==> src/rtl/ser_tx.sv <==
// Framed serial transmitter: start bit, WIDTH data bits LSB first, stop bit,
// each bit held for DIV clock cycles. tx and busy are registered; ready is combinational.
//   state | meaning
//   IDLE  | line high, waiting for valid
//   START | driving start bit (0)
//   DATA  | driving shreg[0], shifting on each bit end
//   STOP  | driving stop bit (1)
module ser_tx #(
    parameter int WIDTH = 8,
    parameter int DIV   = 4
) (
    input  logic             clk,
    input  logic             rst,
    input  logic [WIDTH-1:0] data,
    input  logic             valid,
    output logic             ready,
    output logic             tx,
    output logic             busy
);
    localparam int DCW = (DIV > 1) ? $clog2(DIV) : 1;
    localparam int BCW = (WIDTH > 1) ? $clog2(WIDTH) : 1;
    localparam logic [DCW-1:0] DIV_LAST = DCW'(DIV - 1);
    localparam logic [BCW-1:0] BIT_LAST = BCW'(WIDTH - 1);

    typedef enum logic [1:0] {IDLE, START, DATA, STOP} state_t;

    state_t           state_q, state_d;
    logic [DCW-1:0]   div_cnt_q, div_cnt_d;
    logic [BCW-1:0]   bit_cnt_q, bit_cnt_d;
    logic [WIDTH-1:0] shreg_q, shreg_d;
    logic             tx_q, tx_d;
    logic             busy_q, busy_d;
    logic             bit_end;

    assign ready   = (state_q == IDLE) && !rst;
    assign tx      = tx_q;
    assign busy    = busy_q;
    assign bit_end = (div_cnt_q == DIV_LAST);

    always_comb begin
        state_d   = state_q;
        div_cnt_d = div_cnt_q;
        bit_cnt_d = bit_cnt_q;
        shreg_d   = shreg_q;
        case (state_q)
            IDLE: begin
                if (valid && ready) begin
                    shreg_d   = data;
                    div_cnt_d = '0;
                    bit_cnt_d = '0;
                    state_d   = START;
                end
            end
            START, DATA, STOP: begin
                div_cnt_d = bit_end ? '0 : div_cnt_q + DCW'(1);
                if (bit_end) begin
                    if (state_q == START) begin
                        state_d = DATA;
                    end else if (state_q == DATA) begin
                        shreg_d   = shreg_q >> 1;
                        bit_cnt_d = bit_cnt_q + BCW'(1);
                        if (bit_cnt_q == BIT_LAST) begin
                            state_d = STOP;
                        end
                    end else begin
                        state_d = IDLE;
                    end
                end
            end
            default: state_d = IDLE;
        endcase

        // tx is registered, so it is derived from the state being entered
        case (state_d)
            START:   tx_d = 1'b0;
            DATA:    tx_d = shreg_d[0];
            default: tx_d = 1'b1;
        endcase
        busy_d = (state_d != IDLE);
    end

    always_ff @(posedge clk) begin
        if (rst) begin
            state_q   <= IDLE;
            div_cnt_q <= '0;
            bit_cnt_q <= '0;
            shreg_q   <= '0;
            tx_q      <= 1'b1;
            busy_q    <= 1'b0;
        end else begin
            state_q   <= state_d;
            div_cnt_q <= div_cnt_d;
            bit_cnt_q <= bit_cnt_d;
            shreg_q   <= shreg_d;
            tx_q      <= tx_d;
            busy_q    <= busy_d;
        end
    end
endmodule

==> config.mk <==
export PLATFORM = sky130hd
export DESIGN_NAME = ser_tx
export DESIGN_NICKNAME = d
export VERILOG_FILES = /design/src/rtl/ser_tx.sv
export SDC_FILE = /design/constraint.sdc
export NUM_CORES = 1
export LEC_CHECK = 0
export BUFFER_PORTS_ARGS = -buffer_cell sky130_fd_sc_hd__buf_2
export CORE_UTILIZATION = 58
export DETAILED_ROUTE_END_ITERATION = 10
export MAX_ROUTING_LAYER = met4
export PLACE_DENSITY = 0.88
export SLEW_MARGIN = 40
export SYNTH_ARGS = -nofsm -noshare
export SYNTH_HDL_FRONTEND = slang
export SYNTH_SLANG_ARGS = --single-unit
==> constraint.sdc <==
create_clock -name clk -period 3.24 [get_ports clk]
set_input_delay 0.648 -clock clk [delete_from_list [all_inputs] [get_ports clk]]
set_output_delay 0.648 -clock clk [all_outputs]
set_load 0.01 [all_outputs]
==> results_dict.tcl, run 1 <==
set metrics [dict create \
    p_total_uw 421 \
    synthMostInstantiatedCell "dfxtp_1" \
    cts_root_buf "clkbuf_4" \
    power_frac_comb 0.176 \
    reg2reg_from "state_q[0]" \
    syn_avg_cell_area_um2 9.03 \
    ys_seq_area_frac 0.370 \
    finalSetupTns_ns 0 \
    maxCapViolations 0 \
    n_antenna_cell 0 \
    min_period_ns 2.10 \
    grt_max_degree 21 \
    htreeDepth 1 \
    ys.warnings.count 0 \
    drc_errors 0 \
    grt_use_total 0.206 \
    cp.arrival_ns 2.31 \
    antenna_found_initial 0 \
    drive_gt1_frac 0.168 \
    cts_made_buffers 3 \
    fin_ws_ns 1.14 \
    clkLatencyLatePin_ns 0.30 \
    synth_cell_type_count 28 \
    vias 749 \
    synth_area_um2 921 \
    cts.sinks 17 \
    skew_ns 0.00235 \
    crit_fanout 19 \
    hold_depth 2 \
    powerDensity_mw_per_mm2 425 \
    post_synth_most_frequent_cells "17 x dfxtp_1, 15 x nor2_1, 10 x a21oi_1" \
    setup_viol 0 \
    dieArea_mm2 0.00175 \
    core_area_mm2 0.00149 \
    synthFlopType "dfxtp_1" \
    p_sw_frac 0.285 \
    drt-vias-per-instance 5.81 \
    syn_nets 120 \
    post_cts_resized 0 \
    crit_required_ns 3.46 \
    critPathCapture "shreg_q[6]" \
    p_sw_uw 120 \
    final_util 0.665 \
    final_hold_viol_count 0 \
    crit_start "state_q[0]" \
    leakage_nw 0.387 \
    crit_type "reg -> reg" \
    fmax_mhz 477 \
    hpwl_um 1180 \
    synthTopCellsByArea "dfxtp_1 37%, ha_1 9.5%, a22oi_1 6.5%" \
    report.final.slew_viol_count 0 \
    cts_hold_buf 0 \
    rows 14 \
    drt_iter0_drc 18 \
    pre_cts_ws_ns 1.01 \
    synthCells 102 \
    synth_top_area_cell "dfxtp_1" \
    ys_ff_latch 17 \
    ant_nets 0 \
    io_buffers 13 \
    seqPwrFrac 0.545 \
    num_io_pins 14 \
    area.growth.synth_to_final_pct 7.47 \
    irDropWorstVdd_v 0.000347 \
    cts_tree "done" \
    slew_headroom 0.517 \
    synth_edf_count 0 \
    p_clk_frac 0.279 \
    post_drt_wl_per_cell_um 12.4 \
    p_int_uw 301 \
    wl_um 1600 \
    grt.overflow.total 0 \
    r2r-end "shreg_q[6]" \
    outcome "completed" \
    grt_pass1_wl_um 2700 \
    worstSetupStartpointType "flop" \
    rr_worst_depth 6 \
    place.gp.congestion 0.799 \
    worstHoldPathType "reg -> reg" \
    reg2reg_setup_slack_ns 1.14 \
    die_y_um 41.8 \
    worstSetupEndpointType "flop" \
    die_w_um 41.8 \
    fin_nets 132 \
    dr.pass1.iters 4 \
    cts_buffer_depth 2 \
    async_flop_share 0 \
    initial_core_util 0.618 \
    rsz0062_at_grt "false" \
    grt_pass1_vias 677 \
    postCtsSetupBuffers 0 \
    worst_pin_slew_ns 0.721 \
    yosys.area.top_type_share 0.370 \
    clk_pin_slew_ns 0.10 \
    fin_crit_sh 0.647 \
]
-- kinds of logic after synthesis --
logic type               count (synthesis)  share of synthesized area
adder cells (fa/ha/maj)                  7                     0.0951
flip-flops                              17                      0.370
AO/OA/AOI/OAI                           29                      0.226
multiplexers                             2                     0.0217
buffers and inverters                    8                     0.0557
AND/OR/NAND/NOR                         39                      0.232
-- state kept, by name, indices dropped and copies added, names as in the netlist --
signal     cells
shreg_q        8
busy           1
bit_cnt_q      3
tx             1
div_cnt_q      2
state_q        2
-- layout make-up --
| type | count | area (um2) |
|---|---|---|
| Multi-Input combinational cell | 77 | 529 |
| Fill cell | 117 | 499 |
| Sequential cell | 17 | 340 |
| Timing Repair Buffer | 13 | 65.1 |
| Clock buffer | 3 | 22.5 |
| Tap cell | 16 | 20.0 |
| Inverter | 2 | 7.51 |
| Clock inverter | 1 | 5.00 |
-- worst max-delay path: stages, from the launching register on --
cell and delay [ns]:
dfxtp_1 0.32, inv_1 0.12, ha_1 0.44, a21oi_1 0.14, a211oi_4 0.65, nor2_1 0.10, a211oi_1 0.24
-- cells in the final DEF, fill, tap and decap left out --
cell type / n
clkinv_2: 1
a22oi_1: 8
o21ai_0: 1
a21oi_1: 10
mux2i_1: 2
nor3b_1: 1
a211oi_2: 1
nand3_1: 1
nor2_1: 15
o22a_1: 1
and2_1: 2
clkbuf_4: 3
and3b_1: 2
buf_2: 13
dfxtp_1: 17
a211oi_1: 5
inv_1: 2
nor2b_1: 5
ha_1: 7
o22ai_1: 1
nor4_1: 1
nand2b_1: 6
nand3b_1: 3
a21o_1: 1
or4b_1: 1
a211oi_4: 1
nand2_1: 2
-- power by group through the flow --
| stage | logic, mW | clock network (mW) | registers [mW] |
|---|---|---|---|
| 5_1_grt | 0.0830 | 0.130 | 0.231 |
| 3_5_place_dp | 0.0741 | 0 | 0.234 |
| 6_report | 0.0741 | 0.117 | 0.229 |
| 3_3_place_gp | 0.0716 | 0 | 0.233 |
| 4_1_cts | 0.0745 | 0.117 | 0.229 |
| 2_1_floorplan | 0.0617 | 0 | 0.234 |
-- worst min-delay path by stage --
stage | slack, ns | startpoint | end
after floorplan | 0.45 | shreg_q[7] | shreg_q[7]
after global placement | 0.46 | shreg_q[7] | shreg_q[7]
after detailed placement | 0.46 | shreg_q[7] | shreg_q[7]
after CTS | 0.48 | shreg_q[7] | shreg_q[7]
after global routing | 0.50 | shreg_q[7] | shreg_q[7]
final | 0.48 | shreg_q[7] | shreg_q[7]
-- routing by layer --
| metal | global-route usage | up-vias | part of all wire |
|---|---|---|---|
| met3 | 0.0478 | 5 | 0.034 |
| met1 | 0.258 | 343 | 0.47 |
| met5 | - | - | 0 |
| met4 | 0.123 | 0 | 0.021 |
| met2 | 0.303 | 15 | 0.48 |
| li1 | - | 386 | - |
-- metrics by stage --
stage	hold WS (ns)	std cells	cell area (um2)
final	0.481	129	990
after global routing	0.496	129	990
after CTS	0.478	129	990
after detailed placement	0.463	125	962
after global placement	0.457	125	962
after floorplan	0.446	102	921
Note: power is estimated with default switching activity, not from simulation.
==> run 2: changes to the inputs <==
Settings changed: CORE_UTILIZATION 58 to 54, PLACE_DENSITY 0.88 to 0.83.
Clock period 3.24 ns to 2.2 ns, I/O delays scaled along.
==> run 2 against run 1 <==
Cell area is 1.5% higher. Die area is 7.1% higher. Cell count is 1.6% higher. Utilization is 1.3 points lower. Via count is 0.67% higher. Setup slack worse by 0.95 ns. Critical path type unchanged. Highest routed layer unchanged.
==> results_dict.tcl, run 2 (synthesis results as in run 1) <==
set metrics [dict create \
    outcome "completed" \
    drt_iter0_drc 16 \
    fin_crit_sh 0.911 \
    crit_fanout 15 \
    setup_viol 0 \
    largest_reg_flops 8 \
    ant_nets 0 \
    dr.pass1.iters 4 \
    powerDensity_mw_per_mm2 616 \
    finalSetupTns_ns 0 \
    wl_um 1800 \
    vias 754 \
    core_area_mm2 0.00154 \
    drive_gt1_frac 0.183 \
    cts_made_buffers 3 \
    cts_tree "done" \
    use_met3 0.0511 \
    dp_cells 127 \
    postCtsSetupBuffers 0 \
    grt_pass1_wl_um 3240 \
    p_total_uw 619 \
    cts.sinks 17 \
    final_cell_mix "17 x dfxtp_1, 15 x nor2_1, 13 x buf_2, 10 x a21oi_1, 8 x a22oi_1" \
    maxCapViolations 0 \
    post_drt_wl_per_cell_um 13.7 \
    rsz0062_at_grt "false" \
    p_clk_frac 0.267 \
    place.gp.congestion 0.763 \
    antenna_found_initial 0 \
    hpwl_um 1320 \
    irDropWorstVdd_v 0.000385 \
    fin_nets 134 \
    min_period_ns 2.00 \
    leakage_nw 0.397 \
    gr-max-usage-layer "met2" \
    power_frac_comb 0.186 \
    clk_pin_slew_ns 0.10 \
    reg2reg_setup_slack_ns 0.20 \
    cp.arrival_ns 2.20 \
    num_io_pins 14 \
    fmax_mhz 499 \
    drc_errors 0 \
    grt_pass1_vias 710 \
    die_w_um 43.3 \
    top_regs "shreg_q (8), bit_cnt_q (3)" \
    slew_headroom 0.680 \
    regMostFlops "shreg_q" \
    stdcell_count 131 \
    final_hold_viol_count 0 \
    worst_pin_slew_ns 0.479 \
    worstSetupStartpointType "flop" \
    io_buffers 13 \
    use_met1 0.286 \
    grt_util_met2 0.394 \
    die_y_um 43.3 \
    crit_type "reg -> reg" \
    worstSetupEndpointType "flop" \
    clkLatencyLatePin_ns 0.29 \
    cts_hold_buf 0 \
    htreeDepth 1 \
    cts_root_buf "clkbuf_4" \
    seqPwrFrac 0.547 \
    grt.overflow.total 0 \
    grt_use_total 0.242 \
    post_cts_resized 0 \
    grt_max_degree 20 \
    layout_commonest_cell "dfxtp_1" \
    rows 14 \
    whs_ns 0.398 \
    worstHoldPathType "in -> reg" \
    crit_required_ns 2.40 \
    p_sw_frac 0.278 \
    skew_ns 0.00204 \
    drt-vias-per-instance 5.76 \
    area.growth.synth_to_final_pct 9.10 \
    initial_core_util 0.597 \
    p_sw_uw 172 \
    dieArea_mm2 0.00187 \
    n_antenna_cell 0 \
    p_int_uw 447 \
    cts_buffer_depth 2 \
    report.final.slew_viol_count 0 \
]
==> run 2: changes by cell type in the layout (fill, tap and decap cells not counted) <==
cell / before / now
buf_4: 0 / 2
==> run 2: per-layer routing <==
metal | up-vias | routed length (um) | part of all wire
met3 | 3 | 55 | 0.031
met5 | - | 0 | 0
li1 | 388 | - | -
met1 | 348 | 839 | 0.47
met2 | 15 | 883 | 0.49
met4 | 0 | 17 | 0.0095
==> run 2: final cells by class <==
cell class | instances | area (um2)
Clock buffer | 3 | 22.5
Inverter | 2 | 7.51
Clock inverter | 1 | 5.00
Tap cell | 16 | 20.0
Multi-Input combinational cell | 77 | 529
Fill cell | 133 | 537
Timing Repair Buffer | 15 | 80.1
Sequential cell | 17 | 340
==> run 2: worst paths after layout <==
kind	startpoint	end	depth (start not counted)
setup / recovery	state_q[0]	tx	6
hold / removal	data[7]	shreg_q[7]	3
setup reg to reg	state_q[0]	tx	6
hold reg to reg	bit_cnt_q[1]	bit_cnt_q[1]	2
==> run 2: metrics by stage <==
step	instance area, um2	worst slack [ns]	utilization
2_1_floorplan	921	0.323	-
3_3_place_gp	977	0.318	0.634
3_5_place_dp	977	0.235	0.634
4_1_cts	1000	0.207	0.652
5_1_grt	1000	0.0156	0.652
6_report	1000	0.196	0.652
==> run 2: power groups by stage <==
stage / Clock (mW) / Sequential [mW] / Combinational [mW]
after CTS: 0.169 / 0.339 / 0.116
after detailed placement: 0 / 0.346 / 0.115
after floorplan: 0 / 0.344 / 0.0909
after global routing: 0.185 / 0.341 / 0.132
after global placement: 0 / 0.344 / 0.109
final: 0.165 / 0.338 / 0.115
==> run 2: worst max-delay path, stage by stage (launching register included) <==
cell     delay [ns]
dfxtp_1        0.33
inv_1          0.12
ha_1           0.44
nand2_1        0.10
o22a_1         0.24
or4b_1         0.52
a21o_1         0.17
